## src/rtl/lsu_mem_unit_if.sv

```systemverilog
// Bundle of the EX-side request, memory request/response and WB-side result channels
// seen by the load/store unit.
interface lsu_mem_unit_if #(
  parameter int unsigned ADDR_W = 64,
  parameter int unsigned DATA_W = 64
);
  localparam int unsigned STRB_W = DATA_W / 8;

  logic              in_valid;
  logic              in_ready;
  logic [6:0]        in_lsu_op;
  logic [ADDR_W-1:0] in_addr;
  logic [DATA_W-1:0] in_wdata;
  logic [4:0]        in_rd;

  logic              mem_req_valid;
  logic              mem_req_ready;
  logic              mem_req_we;
  logic [ADDR_W-1:0] mem_req_addr;
  logic [DATA_W-1:0] mem_req_wdata;
  logic [STRB_W-1:0] mem_req_wstrb;
  logic              mem_resp_valid;
  logic [DATA_W-1:0] mem_resp_rdata;

  logic              out_valid;
  logic              out_ready;
  logic [DATA_W-1:0] out_result;
  logic [4:0]        out_rd;
  logic              out_we;
  logic              out_err;

  // The load/store unit itself.
  modport slave (
    input  in_valid, in_lsu_op, in_addr, in_wdata, in_rd,
    input  mem_req_ready, mem_resp_valid, mem_resp_rdata,
    input  out_ready,
    output in_ready,
    output mem_req_valid, mem_req_we, mem_req_addr, mem_req_wdata, mem_req_wstrb,
    output out_valid, out_result, out_rd, out_we, out_err
  );

  // The surrounding pipeline and memory system.
  modport master (
    output in_valid, in_lsu_op, in_addr, in_wdata, in_rd,
    output mem_req_ready, mem_resp_valid, mem_resp_rdata,
    output out_ready,
    input  in_ready,
    input  mem_req_valid, mem_req_we, mem_req_addr, mem_req_wdata, mem_req_wstrb,
    input  out_valid, out_result, out_rd, out_we, out_err
  );
endinterface

```

## src/rtl/lsu_mem_unit.sv

```systemverilog
// RV64I load/store unit: one access in flight, store lane replication/strobes,
// load lane extraction with sign/zero extension, result handed to WB.
module lsu_mem_unit #(
  parameter int unsigned ADDR_W = 64,
  parameter int unsigned DATA_W = 64
) (
  input logic           clk,
  input logic           rst,
  lsu_mem_unit_if.slave bus
);
  localparam int unsigned STRB_W = DATA_W / 8;
  localparam int unsigned OFF_W  = 3;
  localparam int unsigned SIZE_W = 4;

  typedef enum logic [1:0] {IDLE, REQ, RESP, DONE} state_t;

  state_t state_q, state_d;

  // Captured access
  logic              we_q;
  logic [SIZE_W-1:0] size_q;
  logic              uns_q;
  logic [OFF_W-1:0]  off_q;
  logic [ADDR_W-1:0] addr_q;
  logic [DATA_W-1:0] wdata_q;
  logic [STRB_W-1:0] wstrb_q;
  logic [4:0]        rd_q;
  logic              err_q;
  logic [DATA_W-1:0] result_q;
  logic              rwe_q;

  // Request-side decode
  logic [SIZE_W-1:0] in_size;
  logic [OFF_W-1:0]  in_off;
  logic              illegal;
  logic              misalign;
  logic              in_err;
  logic [DATA_W-1:0] st_data;
  logic [STRB_W-1:0] st_strb;

  // Response-side extraction
  logic [DATA_W-1:0] ld_shift;
  logic [DATA_W-1:0] ld_ext;
  logic              ld_sign;

  logic accept;
  logic resp_hit;

  assign accept   = (state_q == IDLE) && bus.in_valid;
  assign resp_hit = (state_q == RESP) && bus.mem_resp_valid;

  // Legality, alignment and store lane formatting of the incoming op
  always_comb begin
    in_size  = bus.in_lsu_op[4:1];
    in_off   = bus.in_addr[OFF_W-1:0];
    illegal  = !bus.in_lsu_op[6] || !$onehot(in_size);
    misalign = (in_size[1] && in_off[0])
            || (in_size[2] && (in_off[1:0] != 2'b00))
            || (in_size[3] && (in_off != 3'b000));
    in_err   = illegal || misalign;
    st_data  = '0;
    st_strb  = '0;
    if (bus.in_lsu_op[5]) begin
      case (in_size)
        4'b0001: begin
          st_data = {8{bus.in_wdata[7:0]}};
          st_strb = 8'h01 << in_off;
        end
        4'b0010: begin
          st_data = {4{bus.in_wdata[15:0]}};
          st_strb = 8'h03 << in_off;
        end
        4'b0100: begin
          st_data = {2{bus.in_wdata[31:0]}};
          st_strb = 8'h0F << in_off;
        end
        4'b1000: begin
          st_data = bus.in_wdata;
          st_strb = 8'hFF;
        end
        default: begin
          st_data = '0;
          st_strb = '0;
        end
      endcase
    end
  end

  // Load lane extraction and extension; dword ignores the unsigned bit
  always_comb begin
    ld_shift = bus.mem_resp_rdata >> {off_q, 3'b000};
    ld_sign  = !uns_q;
    ld_ext   = ld_shift;
    case (size_q)
      4'b0001: ld_ext = {{56{ld_sign && ld_shift[7]}},  ld_shift[7:0]};
      4'b0010: ld_ext = {{48{ld_sign && ld_shift[15]}}, ld_shift[15:0]};
      4'b0100: ld_ext = {{32{ld_sign && ld_shift[31]}}, ld_shift[31:0]};
      default: ld_ext = ld_shift;
    endcase
  end

  // State register
  always_ff @(posedge clk) begin
    if (rst) state_q <= IDLE;
    else     state_q <= state_d;
  end

  // Next-state logic
  always_comb begin
    state_d = state_q;
    case (state_q)
      IDLE:    if (bus.in_valid)       state_d = in_err ? DONE : REQ;
      REQ:     if (bus.mem_req_ready)  state_d = RESP;
      RESP:    if (bus.mem_resp_valid) state_d = DONE;
      DONE:    if (bus.out_ready)      state_d = IDLE;
      default:                         state_d = IDLE;
    endcase
  end

  // Access capture and result formation
  always_ff @(posedge clk) begin
    if (rst) begin
      we_q     <= 1'b0;
      size_q   <= '0;
      uns_q    <= 1'b0;
      off_q    <= '0;
      addr_q   <= '0;
      wdata_q  <= '0;
      wstrb_q  <= '0;
      rd_q     <= '0;
      err_q    <= 1'b0;
      result_q <= '0;
      rwe_q    <= 1'b0;
    end else begin
      if (accept) begin
        we_q     <= bus.in_lsu_op[5];
        size_q   <= in_size;
        uns_q    <= bus.in_lsu_op[0];
        off_q    <= in_off;
        addr_q   <= {bus.in_addr[ADDR_W-1:OFF_W], OFF_W'(0)};
        wdata_q  <= st_data;
        wstrb_q  <= st_strb;
        rd_q     <= bus.in_rd;
        err_q    <= in_err;
        result_q <= '0;
        rwe_q    <= 1'b0;
      end
      if (resp_hit) begin
        result_q <= we_q ? '0 : ld_ext;
        rwe_q    <= !we_q;
      end
    end
  end

  // Outputs are pure decodes of the registered state and captured access
  always_comb begin
    bus.in_ready      = 1'b0;
    bus.mem_req_valid = 1'b0;
    bus.mem_req_we    = 1'b0;
    bus.mem_req_addr  = '0;
    bus.mem_req_wdata = '0;
    bus.mem_req_wstrb = '0;
    bus.out_valid     = 1'b0;
    bus.out_result    = '0;
    bus.out_rd        = '0;
    bus.out_we        = 1'b0;
    bus.out_err       = 1'b0;
    case (state_q)
      IDLE: bus.in_ready = 1'b1;
      REQ: begin
        bus.mem_req_valid = 1'b1;
        bus.mem_req_we    = we_q;
        bus.mem_req_addr  = addr_q;
        bus.mem_req_wdata = wdata_q;
        bus.mem_req_wstrb = wstrb_q;
      end
      DONE: begin
        bus.out_valid  = 1'b1;
        bus.out_result = result_q;
        bus.out_rd     = rd_q;
        bus.out_we     = rwe_q;
        bus.out_err    = err_q;
      end
      default: ;
    endcase
  end
endmodule
```

## src/flat_wrapper.sv

```systemverilog
// flat-port wrapper written by rule: the top's interface ports become plain ports
module lsu_mem_unit_flat 
#(
  parameter int unsigned ADDR_W = 64,
  parameter int unsigned DATA_W = 64
)
  (clk, rst, bus_in_valid, bus_in_lsu_op, bus_in_addr, bus_in_wdata, bus_in_rd, bus_mem_req_ready, bus_mem_resp_valid, bus_mem_resp_rdata, bus_out_ready, bus_in_ready, bus_mem_req_valid, bus_mem_req_we, bus_mem_req_addr, bus_mem_req_wdata, bus_mem_req_wstrb, bus_out_valid, bus_out_result, bus_out_rd, bus_out_we, bus_out_err);
  lsu_mem_unit_if #(.ADDR_W(ADDR_W), .DATA_W(DATA_W)) bus_i ();
  input logic clk;
  input logic rst;
  input wire logic [$bits(bus_i.in_valid)-1:0] bus_in_valid;
  input wire logic [$bits(bus_i.in_lsu_op)-1:0] bus_in_lsu_op;
  input wire logic [$bits(bus_i.in_addr)-1:0] bus_in_addr;
  input wire logic [$bits(bus_i.in_wdata)-1:0] bus_in_wdata;
  input wire logic [$bits(bus_i.in_rd)-1:0] bus_in_rd;
  input wire logic [$bits(bus_i.mem_req_ready)-1:0] bus_mem_req_ready;
  input wire logic [$bits(bus_i.mem_resp_valid)-1:0] bus_mem_resp_valid;
  input wire logic [$bits(bus_i.mem_resp_rdata)-1:0] bus_mem_resp_rdata;
  input wire logic [$bits(bus_i.out_ready)-1:0] bus_out_ready;
  output wire logic [$bits(bus_i.in_ready)-1:0] bus_in_ready;
  output wire logic [$bits(bus_i.mem_req_valid)-1:0] bus_mem_req_valid;
  output wire logic [$bits(bus_i.mem_req_we)-1:0] bus_mem_req_we;
  output wire logic [$bits(bus_i.mem_req_addr)-1:0] bus_mem_req_addr;
  output wire logic [$bits(bus_i.mem_req_wdata)-1:0] bus_mem_req_wdata;
  output wire logic [$bits(bus_i.mem_req_wstrb)-1:0] bus_mem_req_wstrb;
  output wire logic [$bits(bus_i.out_valid)-1:0] bus_out_valid;
  output wire logic [$bits(bus_i.out_result)-1:0] bus_out_result;
  output wire logic [$bits(bus_i.out_rd)-1:0] bus_out_rd;
  output wire logic [$bits(bus_i.out_we)-1:0] bus_out_we;
  output wire logic [$bits(bus_i.out_err)-1:0] bus_out_err;
  assign bus_i.in_valid = bus_in_valid;
  assign bus_i.in_lsu_op = bus_in_lsu_op;
  assign bus_i.in_addr = bus_in_addr;
  assign bus_i.in_wdata = bus_in_wdata;
  assign bus_i.in_rd = bus_in_rd;
  assign bus_i.mem_req_ready = bus_mem_req_ready;
  assign bus_i.mem_resp_valid = bus_mem_resp_valid;
  assign bus_i.mem_resp_rdata = bus_mem_resp_rdata;
  assign bus_i.out_ready = bus_out_ready;
  assign bus_in_ready = bus_i.in_ready;
  assign bus_mem_req_valid = bus_i.mem_req_valid;
  assign bus_mem_req_we = bus_i.mem_req_we;
  assign bus_mem_req_addr = bus_i.mem_req_addr;
  assign bus_mem_req_wdata = bus_i.mem_req_wdata;
  assign bus_mem_req_wstrb = bus_i.mem_req_wstrb;
  assign bus_out_valid = bus_i.out_valid;
  assign bus_out_result = bus_i.out_result;
  assign bus_out_rd = bus_i.out_rd;
  assign bus_out_we = bus_i.out_we;
  assign bus_out_err = bus_i.out_err;
  lsu_mem_unit #(.ADDR_W(ADDR_W), .DATA_W(DATA_W)) u_core (.clk(clk), .rst(rst), .bus(bus_i));
endmodule
```

## config.mk

```make
export PLATFORM = sky130hd
export DESIGN_NAME = lsu_mem_unit_flat
export DESIGN_NICKNAME = d
export VERILOG_FILES = /design/src/rtl/lsu_mem_unit_if.sv /design/src/rtl/lsu_mem_unit.sv /design/src/flat_wrapper.sv
export SDC_FILE = /design/constraint.sdc
export NUM_CORES = 1
export LEC_CHECK = 0
export CAP_MARGIN = 15
export CORE_AREA = 2 2 163 165
export DETAILED_ROUTE_END_ITERATION = 12
export DIE_AREA = 0 0 165 167
export PLACE_DENSITY = 0.83
export REMOVE_ABC_BUFFERS = 1
export SLEW_MARGIN = 10
export SYNTH_ARGS = -nofsm -noshare
export SYNTH_HDL_FRONTEND = slang
export SYNTH_SLANG_ARGS = --single-unit
export TNS_END_PERCENT = 10
```

## constraint.sdc

```tcl
create_clock -name clk -period 5.3 [get_ports clk]
set_input_delay 1.59 -clock clk [delete_from_list [all_inputs] [get_ports clk]]
set_output_delay 1.59 -clock clk [all_outputs]
set_load 0.005 [all_outputs]
```

# --- Word level (Yosys, flattened, before mapping) ---
# Index checks and enable logic that the tools add are counted.
classes:
  addsub: 3
  n_reduce_logical: 21
  eq_ne: 15
  n_mux: 27
  n_shift: 4
ops:
  columns: ["cell", "n"]
  rows:
  - ["64-bit 2-to-1 mux", 7]
  - ["64-bit one-hot mux with 4 select lines", 1]
  - ["64-bit one-hot mux with 3 select lines", 1]
  - ["64-bit by 6-bit >> shifter with 64-bit output", 1]
  - ["8-bit one-hot mux with 4 select lines", 1]
  - ["8-bit 2-to-1 mux", 2]
  - ["2-bit 2-to-1 mux", 5]
  - ["4-bit by 1-bit == test with 1-bit output, second input constant", 2]
  - ["4-bit by 2-bit == test with 1-bit output, second input constant", 2]
  - ["4-bit by 3-bit == test with 1-bit output, second input constant", 2]
  - ["1-bit logical AND", 8]
  - ["1-bit 2-to-1 mux", 8]
  - ["2-bit inequality test, second input constant", 4]
  - ["2-bit one-hot mux with 4 select lines", 1]
  - ["1-bit by 3-bit left shift with 8-bit output, first input constant", 1]
  - ["2-bit by 3-bit left shift with 8-bit output, first input constant", 1]
  - ["4-bit by 3-bit left shift with 8-bit output, first input constant", 1]
  - ["5-bit 2-to-1 mux", 1]
  - ["1-bit by 1-bit adder with 2-bit output", 2]
  - ["2-bit == test, second input constant", 2]
  - ["4-bit == test, second input constant", 1]
  - ["1-bit logical NOT", 4]
  - ["1-bit logical OR", 4]
  - ["4-bit AND reduction", 1]
  - ["other kinds (6)", 7]
word_totals:
  in_bits: 210
  reg_bits: 215

# --- Longest topological paths before layout ---
depth:
  word_depth: 9
  depth_mapped: 11

# --- Worst setup path after synthesis ---
# OpenSTA, ideal clock, no wires.
synth_timing:
  path_type: "input to register"
  from: "input bus_in_lsu_op[2]"
  to: "register u_core.wdata_q[52]"
  cell_stages: 11
  slack_ps: 1821
  path_buffers: 4
  setup_time_ps: 128
  arrival_time_ps: 3351
  cell_sequence: "inv_1 -> ha_1 -> clkbuf_1 -> o21a_1 -> clkbuf_1 -> o21ai_0 -> clkbuf_1 -> clkbuf_1 -> nor2_1 -> a21oi_1 -> nor2_1"
synth_via:
  elab_chain_cells: 3
  word_cells_on_any_way: 6
synth_lines:
  columns: ["element", "line", "source"]
  rows:
  - ["start: declaration", "flat_wrapper.sv:12", "input wire logic [$bits(bus_i.in_lsu_op)-1:0] bus_in_lsu_op;"]
  - ["4-bit == test, or another cell as far along", "lsu_mem_unit.sv:64", "case (in_size)"]
  - ["64-bit one-hot mux with 4 select lines (*)", "lsu_mem_unit.sv:64", null]
  - ["64-bit 2-to-1 mux (*)", "lsu_mem_unit.sv:63", "if (bus.in_lsu_op[5]) begin"]
  - ["end signal: assignment", "lsu_mem_unit.sv:141", "wdata_q <= st_data;"]
  - ["end: declaration", "lsu_mem_unit.sv:25", "logic [DATA_W-1:0] wdata_q;"]
# Every way passes the cells marked *; elsewhere a longest branch is shown, timed or not.
# A chain may end at the register's enable or synchronous reset.

# --- Worst setup path in the final report ---
layout_timing:
  from: "register u_core.state_q[1]"
  to: "output bus_mem_req_wdata[45]"
layout_via:
  elab_chain_cells: 2
layout_lines:
  columns: ["element", "line", "source"]
  rows:
  - ["start: declaration", "lsu_mem_unit.sv:17", "state_t state_q, state_d;"]
  - ["start signal: assignment", "lsu_mem_unit.sv:105", "else state_q <= state_d;"]
  - ["2-bit by 1-bit == test with 1-bit output", "lsu_mem_unit.sv:168", "case (state_q)"]
  - ["64-bit 2-to-1 mux", "lsu_mem_unit.sv:168", null]
  - ["end: declaration", "flat_wrapper.sv:24", "output wire logic [$bits(bus_i.mem_req_wdata)-1:0] bus_mem_req_wdata;"]
# No other way between the ends.

==> impl_metrics.toml <==
[run_status]
outcome = "finished, final reports clean"

[power]
p_per_area_nw_per_um2 = 328
clkPwrFrac = 0.306
leakagePower_nw = 6.13
ir_worst_vdd_uv = 328
intPower_mw = 3.54
p_sw_mw = 2.07
seqPwrFrac = 0.346
combPwrFrac = 0.348
p_sw_frac = 0.369

[global_route]
antenna_found_initial = 0
grt_pass1_wl_um = 69400
grt_usage = 0.315
grt_max_degree = 137
grt_pass1_vias = 12574
globalRouteOverflowTotal = 0

[floorplan]
dieArea_um2 = 27600
fp-row-count = 59
pin_count = 421
initial_core_util = 0.468
core_um2 = 25800
die_h_um = 167
die-width_um = 165

[detailed_routing]
drt_pre_antenna_iters = 8
viasPerCell = 5.83
wl_per_cell_um = 20.3
wl_um = 45500
drt_iter0_markers = 1464
vias = 13032
postRouteAntennaNets = 0
drt_drc_violations_left = 0

[synth]
async_flop_share = 0
synth-seq-cells = 215
yosysUniqueCellTypes = 56
yosysWarnings = 0
synth-edff-count = 0
avgSynthCellArea_um2 = 7.70
synth_area_um2 = 12100
netlist_instances = 1566
synth-seq-area-share = 0.357
synth-main-ff-cell = "dfxtp_1"

[layout]
instances_no_fill = 2235
n_fill_cell = 2116
diodes = 0
area_delta_synth_final_pct = 41.7
drive_gt1_frac = 0.0568
final_util = 0.663
final_cell_mix = "clkdlybuf4s50_1, nand2_1, dfxtp_1, and2_1, a21oi_1"
finalNetCount = 2105
final_common_cell = "clkdlybuf4s50_1"
final_cell_area_um2 = 17100
register_area_um2 = 4310
multi_input_area_um2 = 7140

[sta]
period_minus_slack_ns = 4.15
rsz0062_at_grt = "no"
max_freq_ghz = 0.241
skew_ns = 0.0276
relSlewSlack = 0.203
hold_viol = 0
drv_slew = 0
min_period_over_period = 0.784
worst_slew_pin_slew_ns = 1.20
setup_viol = 0

[placed_design]
dpl_cell_area_um2 = 16200
gp_congestion = 0.884
numPortBuffers = 417
dp_hpwl_um = 31700
dp_cells = 2187

[clock_tree]
cts_tree = "done"
ctsHtreeMaxLevel = 1
clk_latency_ns = 0.54
clk_pin_slew_ns = 0.06
post_cts_buffers = 0
cts_inserted_buffers = 25
cts-hold-fix-buffers = 0
cts.repair.resized = 0
cts_max_path_buffers = 3
clockRootBuffer = "clkbuf_16"
clock_sinks = 215

[worst_hold_path]
hold_path_startpoint = "u_core.result_q[48]$_SDFFE_PP0P_"
worstHoldPathType = "reg -> reg"
min_to = "u_core.result_q[48]$_SDFFE_PP0P_"
hold_depth = 2

[worst_setup_path]
cp_cell_sequence = "inv_1 > ha_4 > buf_16 > and2_1 > clkdlybuf4s50_1"
cpPeakStageDelay_ns = 0.59
arrival_ns = 2.56
reg2regPathDepth = 5
endpoint_kind = "output pin"
crit_required_ns = 3.71
critPathBufInv = 3
timing.rr.start = "u_core.off_q[1]$_SDFFE_PP0P_"
startpoint_type = "flop"
rr_endpoint = "u_core.result_q[44]$_SDFFE_PP0P_"
cpMaxStageDelayCell = "clkdlybuf4s50_1"
worstPathMaxFanout = 86
rrSetupSlack_ns = 1.80
criticalPathCategory = "reg -> out"
crit_family = "buffers and inverters"

[flow_run]
drv_cap = 0
==> worst register-to-register path, stage by stage, from the launching register on <==
cell and delay [ns]:
dfxtp_4 0.98, mux2_2 0.54, mux4_2 0.56, o2bb2a_4 0.37, o311a_2 0.68, o21ai_0 0.21
==> flip-flops by register name (all words and copies together) (netlist names), 2 cells and up <==
signal and cells:
u_core.size_q 4, u_core.addr_q 61, u_core.result_q 64, u_core.rd_q 5, u_core.wdata_q 64, u_core.state_q 2, u_core.off_q 3, u_core.wstrb_q 8
==> cells by family (layout without fill, tap and decap cells) <==
group,after synthesis,count (layout),share of synthesized area
and+or+nand+nor,654,654,0.257
AOI/OAI and AO/OA,454,454,0.245
DFF,215,215,0.357
buffers and inverters,164,496,0.0549
muxes,62,62,0.0689
adders and majority gates,14,14,0.0152
xor gates and xnor gates,2,2,0.00145
other,1,3,0.000311
==> power by group through the flow <==
stage | combinational, mW | clock [mW] | sequential (mW)
2_1_floorplan | 1.08 | 0 | 1.95
3_3_place_gp | 1.86 | 0 | 1.96
3_5_place_dp | 1.89 | 0 | 1.97
4_1_cts | 1.90 | 1.73 | 1.93
5_1_grt | 2.12 | 1.80 | 1.96
6_report | 1.95 | 1.72 | 1.94
==> per-layer routing <==
layer,wire length (µm),global-route usage
met4,2000,0.136
met5,0,0
met2,21300,0.525
met3,4690,0.0792
met1,17500,0.383
==> stage by stage <==
stage,total power [mW],TNS [ns],setup slack [ns],hold WS [ns]
after floorplan,3.03,-17.96,-0.580,0.414
final,5.61,0,1.15,0.446
after CTS,5.56,0,0.873,0.450
after global routing,5.88,0,0.998,0.461
after global placement,3.82,0,0.975,0.426
after detailed placement,3.86,0,0.829,0.439
==> how the worst max path moves through the flow <==
stage / start / slack, ns / depth (start not counted) / end
floorplan: bus_in_valid / -0.58 / 4 / u_core.result_q[15]$_SDFFE_PP0P_
global placement: bus_in_lsu_op[3] / 0.98 / 9 / u_core.state_q[1]$_SDFFE_PP0P_
detailed placement: bus_in_lsu_op[2] / 0.83 / 9 / u_core.state_q[1]$_SDFFE_PP0P_
CTS: u_core.state_q[0]$_SDFFE_PP0P_ / 0.87 / 3 / bus_out_err
global route: u_core.state_q[1]$_SDFFE_PP0P_ / 1.0 / 5 / bus_mem_req_wdata[29]
finish: u_core.state_q[1]$_SDFFE_PP0P_ / 1.15 / 5 / bus_mem_req_wdata[45]
==> cell type report <==
class	instances	area share
multi-input cells	1189	0.418
repair buffers	437	0.255
flip-flops and latches	215	0.252
clock buffers	36	0.0425
well taps	335	0.0245
clock inverters	10	0.00483
inverters	13	0.00286
==> synth_stat cells (3+ instances only) <==
cell | n | area, µm²
nand2_1 | 246 | 923
dfxtp_1 | 215 | 4300
and2_1 | 211 | 1320
a21oi_1 | 184 | 921
nor2_1 | 150 | 563
clkbuf_1 | 122 | 458
o21ai_0 | 77 | 385
a22oi_1 | 38 | 285
mux2i_1 | 38 | 380
a211oi_1 | 30 | 225
a222oi_1 | 25 | 250
nor2b_1 | 23 | 144
a311oi_1 | 19 | 166
mux4_2 | 16 | 360
a2bb2oi_1 | 13 | 114
buf_2 | 13 | 65.1
ha_1 | 13 | 163
inv_1 | 13 | 48.8
buf_1 | 10 | 37.5
o21a_1 | 10 | 75.1
mux2_2 | 8 | 90.1
nor3_1 | 8 | 40.0
a21o_1 | 7 | 52.6
o31ai_2 | 7 | 87.6
a221o_1 | 6 | 60.1
a22o_1 | 5 | 43.8
o211a_1 | 5 | 50.1
o211ai_1 | 5 | 37.5
o31ai_1 | 5 | 37.5
buf_4 | 4 | 30.0
nand2b_1 | 4 | 25.0
a221oi_1 | 3 | 26.3
nand3b_1 | 3 | 22.5
o31a_1 | 3 | 26.3
(Power assumes the default switching activity.)
